==> config.mk <==
export PLATFORM = sky130hd
export DESIGN_NAME = rx_udp
export DESIGN_NICKNAME = d
export VERILOG_FILES = /design/src/rtl/rx_eth_pkg.sv /design/src/rtl/rx_udp.sv
export SDC_FILE = /design/constraint.sdc
export NUM_CORES = 1
export LEC_CHECK = 0
export ABC_AREA = 1
export CELL_PAD_IN_SITES_DETAIL_PLACEMENT = 1
export CELL_PAD_IN_SITES_GLOBAL_PLACEMENT = 1
export CORE_MARGIN = 2
export CORE_UTILIZATION = 39
export DETAILED_ROUTE_END_ITERATION = 8
export PLACE_DENSITY_LB_ADDON = 0.08
export SLEW_MARGIN = 10
export SYNTH_ARGS = -nofsm -noshare
export SYNTH_HDL_FRONTEND = slang
export SYNTH_SLANG_ARGS = --single-unit
==> constraint.sdc <==
create_clock -name s_axis_aclk -period 3.4 [get_ports s_axis_aclk]
set_clock_uncertainty 0.15 [all_clocks]
set_input_delay 0.68 -clock s_axis_aclk [delete_from_list [all_inputs] [get_ports s_axis_aclk]]
set_output_delay 0.68 -clock s_axis_aclk [all_outputs]
set_load 0.03 [all_outputs]
==> src/rtl/rx_eth_pkg.sv <==
// Shared definitions for the Ethernet receive chain: FSM encoding and UDP constants.
package rx_eth_pkg;

  typedef enum logic [1:0] {
    ST_IDLE,
    ST_HEADER,
    ST_DATA,
    ST_DROP
  } udp_state_t;

  localparam int         UDP_HDR_LEN  = 8;
  localparam logic [7:0] IP_PROTO_UDP = 8'd17;

endpackage

==> src/rtl/rx_udp.sv <==
// UDP receive stage: strips the 8-byte UDP header, filters on protocol and
// destination port, trims Ethernet padding via the UDP Length field and forwards
// the payload through a single output register.
module rx_udp
  import rx_eth_pkg::*;
#(
  parameter logic [15:0] LOCAL_PORT  = 16'd8080,
  parameter bit          PORT_FILTER = 1'b1
) (
  input  logic        s_axis_aclk,
  input  logic        s_axis_areset,
  input  logic        udp_enable,
  input  logic [7:0]  IP_Protocol,
  input  logic [7:0]  s_axis_tdata,
  input  logic        s_axis_tvalid,
  output logic        s_axis_tready,
  input  logic        s_axis_tuser,
  input  logic        s_axis_tlast,
  output logic [7:0]  m_axis_tdata,
  output logic        m_axis_tvalid,
  input  logic        m_axis_tready,
  output logic        m_axis_tuser,
  output logic        m_axis_tlast,
  output logic [15:0] UDP_SrcPort,
  output logic [15:0] UDP_DestPort,
  output logic [15:0] UDP_Len,
  output logic        udp_len_err,
  output logic        udp_drop
);

  udp_state_t  state, nstate;
  logic [2:0]  hdr_cnt;
  logic [15:0] pay_rem;
  logic [7:0]  proto_q;
  logic        first_q;

  logic [7:0]  m_dat;
  logic        m_vld, m_usr, m_lst;

  logic        bypass, rdy_int, beat;
  logic        hdr_start, to_data, load_out, out_last;
  logic        len_err_d, drop_d, filter_bad;

  // Bypass only engages from IDLE once the output register has drained, so a
  // pending payload byte is never overwritten by the pass-through path.
  assign bypass  = (state == ST_IDLE) & ~udp_enable & ~m_vld;
  assign rdy_int = (state == ST_DATA) ? (~m_vld | m_axis_tready) : 1'b1;
  assign beat    = s_axis_tvalid & rdy_int & ~bypass;

  assign s_axis_tready = bypass ? m_axis_tready : rdy_int;
  assign m_axis_tdata  = bypass ? s_axis_tdata  : m_dat;
  assign m_axis_tvalid = bypass ? s_axis_tvalid : m_vld;
  assign m_axis_tuser  = bypass ? s_axis_tuser  : m_usr;
  assign m_axis_tlast  = bypass ? s_axis_tlast  : m_lst;

  assign filter_bad = (proto_q != IP_PROTO_UDP) | (PORT_FILTER & (UDP_DestPort != LOCAL_PORT));

  // State register.
  always_ff @(posedge s_axis_aclk or posedge s_axis_areset) begin
    if (s_axis_areset) state <= ST_IDLE;
    else               state <= nstate;
  end

  // Next-state, pulse and datapath-strobe decode.
  always_comb begin
    nstate    = state;
    len_err_d = 1'b0;
    drop_d    = 1'b0;
    hdr_start = 1'b0;
    to_data   = 1'b0;
    load_out  = 1'b0;
    out_last  = 1'b0;
    case (state)
      ST_IDLE: begin
        if (beat && s_axis_tuser && udp_enable) begin
          if (s_axis_tlast) len_err_d = 1'b1;
          else begin
            nstate    = ST_HEADER;
            hdr_start = 1'b1;
          end
        end
      end
      ST_HEADER: begin
        if (beat) begin
          if (hdr_cnt == 3'd7) begin
            // A tlast here ends the frame cleanly: only the filter and length
            // rules apply, and we return to IDLE instead of DROP/DATA.
            nstate = s_axis_tlast ? ST_IDLE : ST_DROP;
            if (filter_bad)                         drop_d    = 1'b1;
            else if (UDP_Len < 16'(UDP_HDR_LEN))    len_err_d = 1'b1;
            else if (UDP_Len != 16'(UDP_HDR_LEN) && !s_axis_tlast) begin
              nstate  = ST_DATA;
              to_data = 1'b1;
            end
          end else if (s_axis_tlast) begin
            len_err_d = 1'b1;
            nstate    = ST_IDLE;
          end
        end
      end
      ST_DATA: begin
        if (beat) begin
          load_out = 1'b1;
          out_last = (pay_rem == 16'd1) | s_axis_tlast;
          if (s_axis_tlast) begin
            nstate    = ST_IDLE;
            len_err_d = (pay_rem != 16'd1);
          end else if (pay_rem == 16'd1) begin
            nstate = ST_DROP;
          end
        end
      end
      ST_DROP: begin
        if (beat && s_axis_tlast) nstate = ST_IDLE;
      end
      default: nstate = ST_IDLE;
    endcase
  end

  // Header capture, payload counters and status pulses.
  always_ff @(posedge s_axis_aclk or posedge s_axis_areset) begin
    if (s_axis_areset) begin
      hdr_cnt      <= '0;
      pay_rem      <= '0;
      proto_q      <= '0;
      first_q      <= 1'b0;
      UDP_SrcPort  <= '0;
      UDP_DestPort <= '0;
      UDP_Len      <= '0;
      udp_len_err  <= 1'b0;
      udp_drop     <= 1'b0;
    end else begin
      udp_len_err <= len_err_d;
      udp_drop    <= drop_d;
      if (hdr_start) begin
        hdr_cnt           <= 3'd1;
        proto_q           <= IP_Protocol;
        UDP_SrcPort[15:8] <= s_axis_tdata;
      end
      if (state == ST_HEADER && beat) begin
        hdr_cnt <= hdr_cnt + 3'd1;
        case (hdr_cnt)
          3'd1: UDP_SrcPort[7:0]   <= s_axis_tdata;
          3'd2: UDP_DestPort[15:8] <= s_axis_tdata;
          3'd3: UDP_DestPort[7:0]  <= s_axis_tdata;
          3'd4: UDP_Len[15:8]      <= s_axis_tdata;
          3'd5: UDP_Len[7:0]       <= s_axis_tdata;
          default: ;
        endcase
      end
      if (to_data) begin
        pay_rem <= UDP_Len - 16'(UDP_HDR_LEN);
        first_q <= 1'b1;
      end else if (load_out) begin
        pay_rem <= pay_rem - 16'd1;
        first_q <= 1'b0;
      end
    end
  end

  // Output register: holds a beat until the consumer takes it.
  always_ff @(posedge s_axis_aclk or posedge s_axis_areset) begin
    if (s_axis_areset) begin
      m_vld <= 1'b0;
      m_dat <= '0;
      m_usr <= 1'b0;
      m_lst <= 1'b0;
    end else if (load_out) begin
      m_vld <= 1'b1;
      m_dat <= s_axis_tdata;
      m_usr <= first_q;
      m_lst <= out_last;
    end else if (m_axis_tready) begin
      m_vld <= 1'b0;
    end
  end

endmodule

* Word level (Yosys, flattened, before mapping)
Index checks and enable logic that the tools add are counted.
** Operators by class
- $add $sub $neg :: 3
- Order comparisons :: 1
- Eq/ne operators :: 21
- Mux-type cells :: 54
- Bitwise operators :: 10
- Reduce and logical (&&, ||, !) cells :: 16
** Operators with widths (number)
- $mux 1 :: 34
- $mux 16 :: 2
- $mux 2 :: 13
- $eq 16x1->1 const B :: 1
- $lt 16x4->1 const B :: 1
- $ne 16x1->1 const B :: 1
- $ne 16x13->1 const B :: 1
- $ne 16x4->1 const B :: 1
- $sub 16x1->16 const B :: 1
- $sub 16x4->16 const B :: 1
- $reduce_and 2->1 :: 5
- $eq 3x3->1 const B :: 3
- $mux 8 :: 1
- $ne 2x2->1 const B :: 4
- $ne 8x5->1 const B :: 1
- $pmux 2 s4 :: 1
- $reduce_and 7->1 :: 1
- $eq 3x2->1 const B :: 2
- $mux 3 :: 2
- $reduce_bool 2->1 :: 3
- $logic_and 1x1->1 :: 5
- $and 1x1->1 :: 4
- $eq 2x2->1 const B :: 2
- $add 3x1->3 const B :: 1
- other kinds (10) :: 14
** Word-level totals
- Register bits after elaboration :: 91
- Bits of input ports :: 23
- Output and inout bits :: 62
- Logic and storage cells :: 122

* Longest topological paths before layout
Gate-level depths: netlist of the first run.
- Depth in word-level cells :: 11
- Mapped depth :: 12
- Gate-level depth less buffers :: 12

* Worst setup path after synthesis of the first run
Ideal clock, no wire load.
- Path type :: register to output
- From :: reg state[0]
- To :: out m_axis_tdata[0]
- Arrival time :: 1763 ps
- Data required time :: 2570 ps
- Path slack :: 807 ps
- Stages on the path, launching flop included :: 6
- Cells stage by stage :: dfrtp_1 > inv_1 > ha_1 > nand3b_4 > clkbuf_1 > o21ai_0
** On the way
- Cells in the longest elaborated chain, start to end :: 4
** RTL lines
- from (decl) :: line rx_udp.sv:31 : udp_state_t state, nstate;
- from (signal assigned) :: line rx_udp.sv:61 : else state <= nstate;
- $logic_not 2->1 :: line rx_udp.sv:46 : assign bypass = (state == ST_IDLE) & ~udp_enable & ~m_vld;
- $and 1x1->1 (2 in a row) :: line rx_udp.sv:46
- $mux 8 :: line rx_udp.sv:51 : assign m_axis_tdata = bypass ? s_axis_tdata : m_dat;
- to (decl) :: line rx_udp.sv:19 : output logic [7:0] m_axis_tdata,
No other way between the ends.

* Worst setup path after layout of the first run
- From :: in udp_enable
- To :: out m_axis_tuser
** On the way
- Cells in the longest elaborated chain, start to end :: 4
** RTL lines
- from (decl) :: line rx_udp.sv:12 : input logic udp_enable,
- $not 1->1 :: line rx_udp.sv:46
- $and 1x1->1 (2 in a row) :: line rx_udp.sv:46
- $mux 1 :: line rx_udp.sv:53 : assign m_axis_tuser = bypass ? s_axis_tuser : m_usr;
- to (decl) :: line rx_udp.sv:22 : output logic m_axis_tuser,
No other way between the ends.

==> flow_summary.json, run 1 <==
{
  "status": "finished clean",
  "fmax_ghz": 0.3121,
  "clkSinkCount": 91,
  "dp_cells": 844,
  "finalPower_w": 0.005830,
  "setup_viol": 0,
  "critical_path_class": "primary input to primary output",
  "timing.rr.start": "state[0]$_DFFE_PP0P_",
  "rows": 40,
  "final_util_pct": 51.70,
  "drv_slew": 0,
  "min_path_type": "flip-flop to flip-flop",
  "rsz0062_at_grt": "false",
  "drtAntennaViolNets": 0,
  "path_max_fanout": 22,
  "vdd_ir_drop_max_mv": 0.5030,
  "async_reset_ff_share_pct": 100.0,
  "grt_pass1_wl_um": 23480,
  "dr.pass1.iters": 4,
  "fin_setup_tns_ps": 0,
  "core-area_um2": 12110,
  "fin_crit_sh_pct": 94.24,
  "dp_hpwl_um": 10550,
  "vias_per_cell": 4.894,
  "p_per_area_nw_per_um2": 930.9,
  "initial_core_util_pct": 40.23,
  "gp_congestion": 0.8406,
  "hold_violations": 0,
  "drtIter0Drc": 134,
  "grt.overflow.total": 0,
  "critPathRequiredTime_ps": 2570,
  "ios": 85,
  "yosysSeqAreaShare_pct": 46.74,
  "ys_seq_elements": 91,
  "synthFlopType": "dfrtp_1",
  "maxCapViolCount": 0,
  "htree_levels": 3,
  "clockBufferDepth": 2,
  "syn_to_final_growth_pct": 28.53,
  "fin_crit_ps": 3204,
  "numPortBuffers": 84,
  "cts_buffers": 9,
  "syn_inst": 597,
  "syn_area_um2": 4872,
  "drive_gt1_share_pct": 8.960,
  "yosysWarningCount": 0,
  "avgRoutedWirePerCell_um": 16.85,
  "dp_worst_setup_slack_ps": 166.8,
  "die_y_um": 115.8,
  "antenna_cells": 0,
  "fp.dieW_um": 115.8,
  "cp.arrival_ps": 2370,
  "syn_nets": 635,
  "cts_resized": 0,
  "syn_avg_cell_area_um2": 8.161,
  "cts-hold-fix-buffers": 0,
  "max_slew_margin_pct": 63.78,
  "setup_ws_ps": 196.0,
  "first_global_vias": 4531,
  "cts_setup_buffers": 0,
  "grtUsageTotal_pct": 23.27,
  "routed_wl_um": 14500,
  "die_area_um2": 13400,
  "clk_latency_ps": 350,
  "antenna_found_initial": 0,
  "drc": 0,
  "num-fill-cells": 1484,
  "synth_cell_types": 35,
  "end_kind": "primary output",
  "critPathLaunch": "udp_enable",
  "clkTransAtPathRegs_ps": 60,
  "grt_max_degree": 92,
  "root_buffer": "clkbuf_16",
  "worst_pin_slew_ps": 542.7,
  "cp-start-kind": "primary input",
  "multi_input_area_um2": 2241,
  "p_leak_nw": 3.016,
  "vias": 4209,
  "seq_area_um2": 2277,
  "finish.net_count": 725,
  "min-delay-start": "proto_q[2]$_DFFE_PP0P_",
  "final_cells": 860,
  "synth_edf_count": 0,
  "cts_tree": "yes"
}
-- cell usage in the layout, fill, tap and decap left out, types with 6 or more instances in the layout --
| master | instances |
|---|---|
| clkbuf_16 | 9 |
| buf_4 | 11 |
| xor2_1 | 20 |
| ha_1 | 14 |
| nand4_1 | 7 |
| nor2_1 | 44 |
| inv_1 | 64 |
| o21ai_0 | 42 |
| clkdlybuf4s50_1 | 79 |
| nand3_1 | 33 |
| o21ai_1 | 48 |
| nor2_2 | 6 |
| nand2_1 | 165 |
| dfrtp_1 | 91 |
-- final timing paths --
path | to | slack [ps] | depth (start not counted)
min in group asynchronous | UDP_Len[0]$_DFFE_PP0P_ | 630 | 3
worst max register to register | pay_rem[14]$_DFFE_PP0P_ | 890 | 9
worst min-delay path | proto_q[2]$_DFFE_PP0P_ | 330 | 2
worst min register to register | proto_q[2]$_DFFE_PP0P_ | 330 | 2
max in group asynchronous | proto_q[3]$_DFFE_PP0P_ | 2110 | 3
worst max-delay path | m_axis_tuser | 200 | 6
-- final cells by class --
| cell class | instances | area share (%) |
|---|---|---|
| Sequential cell | 91 | 36.36 |
| Multi-Input combinational cell | 419 | 35.78 |
| Clock buffer | 12 | 4.256 |
| Tap cell | 168 | 3.357 |
| Timing Repair Buffer | 96 | 15.26 |
| Clock inverter | 4 | 0.7592 |
| Inverter | 70 | 4.216 |
-- critical path: stages --
cell             delay (ps)
clkdlybuf4s50_1         430
nand3b_4                310
inv_2                   150
nand2_1                  70
nand2_1                  60
clkdlybuf4s50_1         660
-- power breakdown --
group | total (W) | leakage, nW | switching [W] | internal, W
combinational | 0.00286 | 1.69 | 0.00175 | 0.00111
sequential | 0.00191 | 1.17 | 0.000398 | 0.00151
clock | 0.00106 | 0.155 | 0.000430 | 0.000628
-- routing by layer --
layer	GRT usage, %	routed length [um]	up-vias
met4	11.67	582	0
met5	0	0	-
met3	3.766	371	23
li1	-	-	2086
met1	28.41	6428	2041
met2	39.96	7113	59
-- registers in the layout (all words and copies together), names as in the netlist, 2 cells and up --
register	count
m_dat	8
UDP_Len	16
state	2
proto_q	8
UDP_DestPort	16
UDP_SrcPort	16
pay_rem	16
hdr_cnt	3
-- cells in the mapped netlist, types with 6 or more instances --
cell type  count  share of area (%)
o21ai_1       48                4.9
inv_1         65                5.0
nand2_1      165                 13
xor2_1        20                3.6
dfrtp_1       91                 47
nor2_1        44                3.4
nand3_1       33                3.4
nand4_1        7               0.90
o21ai_0       42                4.3
ha_1          15                3.9
buf_2         12                1.2
nor2_2         6               0.77
-- per-stage QoR --
step           area (um2)  hold slack, ps
6_report             6262           325.6
5_1_grt              6262           370.7
4_1_cts              6247           332.6
3_5_place_dp         5933           317.8
3_3_place_gp         5933           308.1
2_1_floorplan        4872           292.2
-- cells by family after synthesis --
logic type,count (synthesis),synth area share [%]
AOI/OAI and AO/OA,100,10.84
and+or+nand+nor,281,27.12
DFF,91,46.74
adders and majority gates,15,3.852
xor gates and xnor gates,23,4.135
buffers and inverters,87,7.319
Note: power is estimated with default switching activity, not from simulation.
==> run 2: changes to the inputs <==
--- a/config.mk
+++ b/config.mk
@@ -5,13 +5,13 @@
 export SDC_FILE = /design/constraint.sdc
 export NUM_CORES = 1
 export LEC_CHECK = 0
-export ABC_AREA = 1
 export CELL_PAD_IN_SITES_DETAIL_PLACEMENT = 1
 export CELL_PAD_IN_SITES_GLOBAL_PLACEMENT = 1
 export CORE_MARGIN = 2
-export CORE_UTILIZATION = 39
+export CORE_UTILIZATION = 30
 export DETAILED_ROUTE_END_ITERATION = 8
 export PLACE_DENSITY_LB_ADDON = 0.08
+export SETUP_SLACK_MARGIN = 0.05
 export SLEW_MARGIN = 10
 export SYNTH_ARGS = -nofsm -noshare
 export SYNTH_HDL_FRONTEND = slang
==> flow_summary.json, run 2 <==
{
  "setup_viol": 0,
  "design_area_um2": 6081,
  "drtAntennaViolNets": 0,
  "synthTopCellsByArea": "dfrtp_1 49%, mux2_2 9.0%, mux2_4 7.8%, nand2_1 6.1%, ha_1 4.0%",
  "end_kind": "primary output",
  "root_buffer": "clkbuf_16",
  "critical_path_class": "flip-flop to primary output",
  "fmax_ghz": 0.3261,
  "use_met2_pct": 27.28,
  "synthAdderAreaFrac_pct": 4.042,
  "drc": 0,
  "drtIter0Drc": 109,
  "cts_tree": "yes",
  "vias_per_cell": 4.820,
  "cts_setup_buffers": 0,
  "rsz0062_at_grt": "false",
  "path_buf_inv": 3,
  "synthFlopType": "dfrtp_1",
  "core-area_um2": 15150,
  "htree_levels": 3,
  "dpl-instance-area_um2": 5756,
  "dr.pass1.iters": 4,
  "drv_slew": 0,
  "clkSinkCount": 91,
  "clk_latency_ps": 330,
  "synth_top_family_by_area": "multiplexers",
  "rows": 45,
  "layout_commonest_cell": "dfrtp_1",
  "crit_family": "simple AND/OR/NAND/NOR gates",
  "drive_gt1_share_pct": 22.88,
  "synth_cell_types": 48,
  "numPortBuffers": 84,
  "ys_seq_elements": 91,
  "hold_violations": 0,
  "synth_xor_area_share_pct": 4.716,
  "syn_inst": 402,
  "dp_hpwl_um": 9658,
  "antenna_found_initial": 0,
  "synth_area_leader_cell": "dfrtp_1",
  "busiest_layer": "met2",
  "cts_resized": 0,
  "routed_wl_um": 12830,
  "synth_edf_count": 0,
  "fp.dieW_um": 128.4,
  "cts_buffers": 9,
  "max_stage_delay_ps": 560,
  "finish.net_count": 540,
  "final_cell_mix": "91 x dfrtp_1, 75 x nand2_1, 73 x clkdlybuf4s50_1",
  "cp.arrival_ps": 2240,
  "p_leak_nw": 2.833,
  "synth_compound_area_share_pct": 3.530,
  "synth_top_area_share_pct": 49.04,
  "p_per_area_nw_per_um2": 886.9,
  "worst_pin_slew_ps": 607.9,
  "vias": 3350,
  "syn_nets": 440,
  "maxCapViolCount": 0,
  "clkTransAtPathRegs_ps": 70,
  "critPathLaunch": "state[0]$_DFFE_PP0P_",
  "path_max_fanout": 7,
  "grtUsageTotal_pct": 16.45,
  "yosys.area_share.simple_pct": 16.25,
  "antenna_cells": 0,
  "fin_crit_ps": 3066,
  "grt_pass1_wl_um": 20620,
  "ios": 85,
  "die_y_um": 128.4,
  "hold_ws_ps": 324.7,
  "syn_area_um2": 4643,
  "avgRoutedWirePerCell_um": 18.46,
  "synth_most_common_cell": "dfrtp_1",
  "async_reset_ff_share_pct": 100.0,
  "yosysSeqAreaShare_pct": 49.04,
  "syn_avg_cell_area_um2": 11.55,
  "die_area_um2": 16490,
  "timing.rr.start": "state[0]$_DFFE_PP0P_",
  "grt.overflow.total": 0,
  "status": "finished clean",
  "yosysWarningCount": 0,
  "use_met3_pct": 3.243,
  "crit_chain": "inv_1 -> ha_1 -> or3b_1 -> buf_4 -> nand2_1 -> nand2_1 -> buf_4",
  "vdd_ir_drop_max_mv": 0.4656,
  "initial_core_util_pct": 30.66,
  "clockBufferDepth": 2,
  "fin_crit_sh_pct": 90.19,
  "slowest_stage": "or3b_1",
  "critPathRequiredTime_ps": 2570,
  "gp_congestion": 0.7956,
  "synthMuxAreaShare_pct": 19.54,
  "min-delay-start": "first_q$_DFFE_PP0P_",
  "grt_max_degree": 29,
  "first_global_vias": 3675,
  "syn_to_final_growth_pct": 30.96,
  "min_path_type": "flip-flop to flip-flop",
  "cp-start-kind": "flip-flop",
  "fin_setup_tns_ps": 0,
  "grt.met1_usage_pct": 22.06,
  "synth_commonest_cells": "91 x dfrtp_1, 75 x nand2_1, 37 x mux2_2, 24 x mux2_4, 17 x xnor2_1",
  "cts-hold-fix-buffers": 0,
  "max_slew_margin_pct": 59.10
}
-- run 2: kinds of logic after synthesis --
kind of cell,Yosys count
flops,91
mux,74
simple gates,150
buf+inv,26
fa+ha+maj,15
compound gates,21
xor+xnor,25
-- run 2: power by group --
| part | switching [W] | total (W) | internal [W] |
|---|---|---|---|
| clock network | 0.000428 | 0.00109 | 0.000665 |
| registers | 0.000371 | 0.00183 | 0.00146 |
| logic | 0.00131 | 0.00247 | 0.00116 |
-- run 2: cell type report --
class,count,area [um2]
tap,188,235.2
sequential,91,2277
timing repair buffer,102,960.9
fill,1645,9065
multi-input combinational,285,2232
clock buffer,10,239.0
inverter,13,50.05
clock inverter,6,86.33
-- run 2: worst register-to-register path: cells and delay by family, from the launching register on --
kind | cells | cell delay (ps)
buffers and inverters | 2 | 370
AO/OA/AOI/OAI | 2 | 360
adder cells (fa/ha/maj) | 1 | 260
flip-flops | 1 | 430
multiplexers | 1 | 370
AND/OR/NAND/NOR | 2 | 650
-- run 2: worst paths after layout --
path | cells after the start | endpoint | slack, ps
worst max-delay path | 7 | m_axis_tdata[3] | 330
worst min-delay path | 2 | m_usr$_DFFE_PP0P_ | 320
worst max register to register | 8 | state[0]$_DFFE_PP0P_ | 720
worst min register to register | 2 | m_usr$_DFFE_PP0P_ | 320
max in group asynchronous | 3 | m_dat[6]$_DFFE_PP0P_ | 1920
min in group asynchronous | 2 | udp_drop$_DFF_PP0_ | 490
-- run 2: metal layers --
metal / share of wire [%] / vias to the layer above
li1: - / 1587
met4: 1.1 / 0
met5: 0 / -
met3: 3.8 / 9
met1: 47 / 1684
met2: 48 / 70
-- run 2: metrics by stage --
stage	std cells	power, W	setup WS (ps)	util [%]
6_report	695	0.005393	333.5	40.15
5_1_grt	695	0.005730	225.1	40.15
4_1_cts	695	0.005474	319.1	40.15
3_5_place_dp	679	0.004345	344.2	38.00
3_3_place_gp	679	0.004316	375.7	38.00
2_1_floorplan	402	0.003340	206.4	-
==> RTL edit (settings of run 2) <==
Change the parameter `LOCAL_PORT` from 16'd8080 to 16'd6060.
--- a/src/rtl/rx_udp.sv
+++ b/src/rtl/rx_udp.sv
@@ -5,5 +5,5 @@
   import rx_eth_pkg::*;
 #(
-  parameter logic [15:0] LOCAL_PORT  = 16'd8080,
+  parameter logic [15:0] LOCAL_PORT  = 16'd6060,
   parameter bit          PORT_FILTER = 1'b1
 ) (
Behaviour: not the same (Yosys sat finds a counterexample within 10 cycles, from zero or initial values and one cycle with s_axis_areset high).
==> RTL edit against run 2 <==
Total power grew 1.5%; synthesized area shrank 1.3%; final cell count grew 1.3%; critical endpoint is now s_axis_tready; sequential cell count is the same; synthesized cell count grew 1.2%; final area shrank 0.39%; setup slack gained 0.089 ns; routed wire length grew 4.6%.
==> RTL edit: results (changes against run 2) <==
Parameter                              Value

Run status
  Result of the run    finished clean

Logic synthesis
  Xor and xnor area share after synthesis    4.967% (+0.25 points)
  Post-synthesis share of cell area spent on full adders, half adders and majority gates    4.094% (+0.052 points)
  Mean instance size in the synthesized netlist    11.26 um^2 (-2.5%)
  Yosys cell types    54 (+13%)
  Fraction of the mapped netlist area in compound gates    3.630% (+0.10 points)
  Top post-synthesis cells by count    sky130_fd_sc_hd__dfrtp_1, sky130_fd_sc_hd__nand2_1, sky130_fd_sc_hd__mux2_2

Global routing
  Via count of the first global-routing pass    3,757 (+2.2%)
  Met2 Resource Use GR    28.06% (+0.78 points)
  First-pass GRT wire length    21,450 um (+4.1%)
  Overall fraction of global-route tracks in use    17.40% (+0.95 points)
  M3 GR Usage    3.601% (+0.36 points)

Finish
  Synth-to-Final Area Change    32.12%
  Clock buffers    13 (+3)
  Fill cells    1,666 (+1.3%)
  Non-Filler Cell Area, Final    6057 um^2 (-0.39%)
  Number of non-clock buffers in the layout    107 (+4.9%)
  Fraction of final layout cells sized beyond drive strength 1    23.26% (+0.38 points)
  Inverters, non-clock    17 (+4)
  Final clock-cell share    4.813% (-0.54 points)

Critical path
  Crit path max fanout    13 (+6)
  End point of the critical path    s_axis_tready
  Setup slack of the worst register-to-register path    0.70 ns (-0.02 ns)
  Crit path DAT    2.15 ns (-0.09 ns)
  Maximum cell stage delay along the critical path    0.43 ns (-0.13 ns)
  Endpoint of the worst-slack reg-to-reg timing path    UDP_SrcPort[1]
  Family of cells with the greatest summed delay on the critical path    buffers and inverters

Detailed routing
  DR WL met2    6318 um (+2.8%)
  Avg Vias per Cell    4.909 (+1.8%)
  Average routed wire per standard cell    19.06 um (+3.3%)
  Count of vias placed by the detailed router    3,456 (+3.2%)

Power and ir drop
  Net load switching power    2.246 mW (+6.6%)

Placement
  Post-detail-place hpwl    9719 um (+0.63%)
  Placer's final routability congestion estimate    0.7943 (-0.16%)
  Placed cell count    688 (+1.3%)

Hold path
  Hold Crit Endpoint    first_q

Timing
  Clock period minus final worst setup slack    2.978 ns (-0.08851 ns)
  Headroom to the max-slew limit    46.54% (-13 points)
==> RTL edit: changes by cell type after synthesis, moves of 3 or more <==
cell                       change
sky130_fd_sc_hd__nor3_1        +9
sky130_fd_sc_hd__nor3b_1       -5
sky130_fd_sc_hd__nand2_1       -5
sky130_fd_sc_hd__nand4b_1      -3
sky130_fd_sc_hd__clkbuf_1      -3
sky130_fd_sc_hd__buf_2         +5
sky130_fd_sc_hd__mux2_4       -23
sky130_fd_sc_hd__nor4bb_1      +3
sky130_fd_sc_hd__mux2_2       +22
sky130_fd_sc_hd__nor2_1        -6
sky130_fd_sc_hd__and3_4        -3
sky130_fd_sc_hd__buf_6         -3
sky130_fd_sc_hd__inv_1         +4
==> RTL edit: through the flow <==
stage | hold WS [ns] | total power [mW] | util [%]
floorplan | 0.2895 | 3.398 | -
global placement | 0.3083 | 4.491 | 38.21
detailed placement | 0.3130 | 4.519 | 38.21
CTS | 0.3374 | 5.557 | 40.14
global route | 0.3548 | 5.811 | 40.14
finish | 0.3332 | 5.476 | 40.14
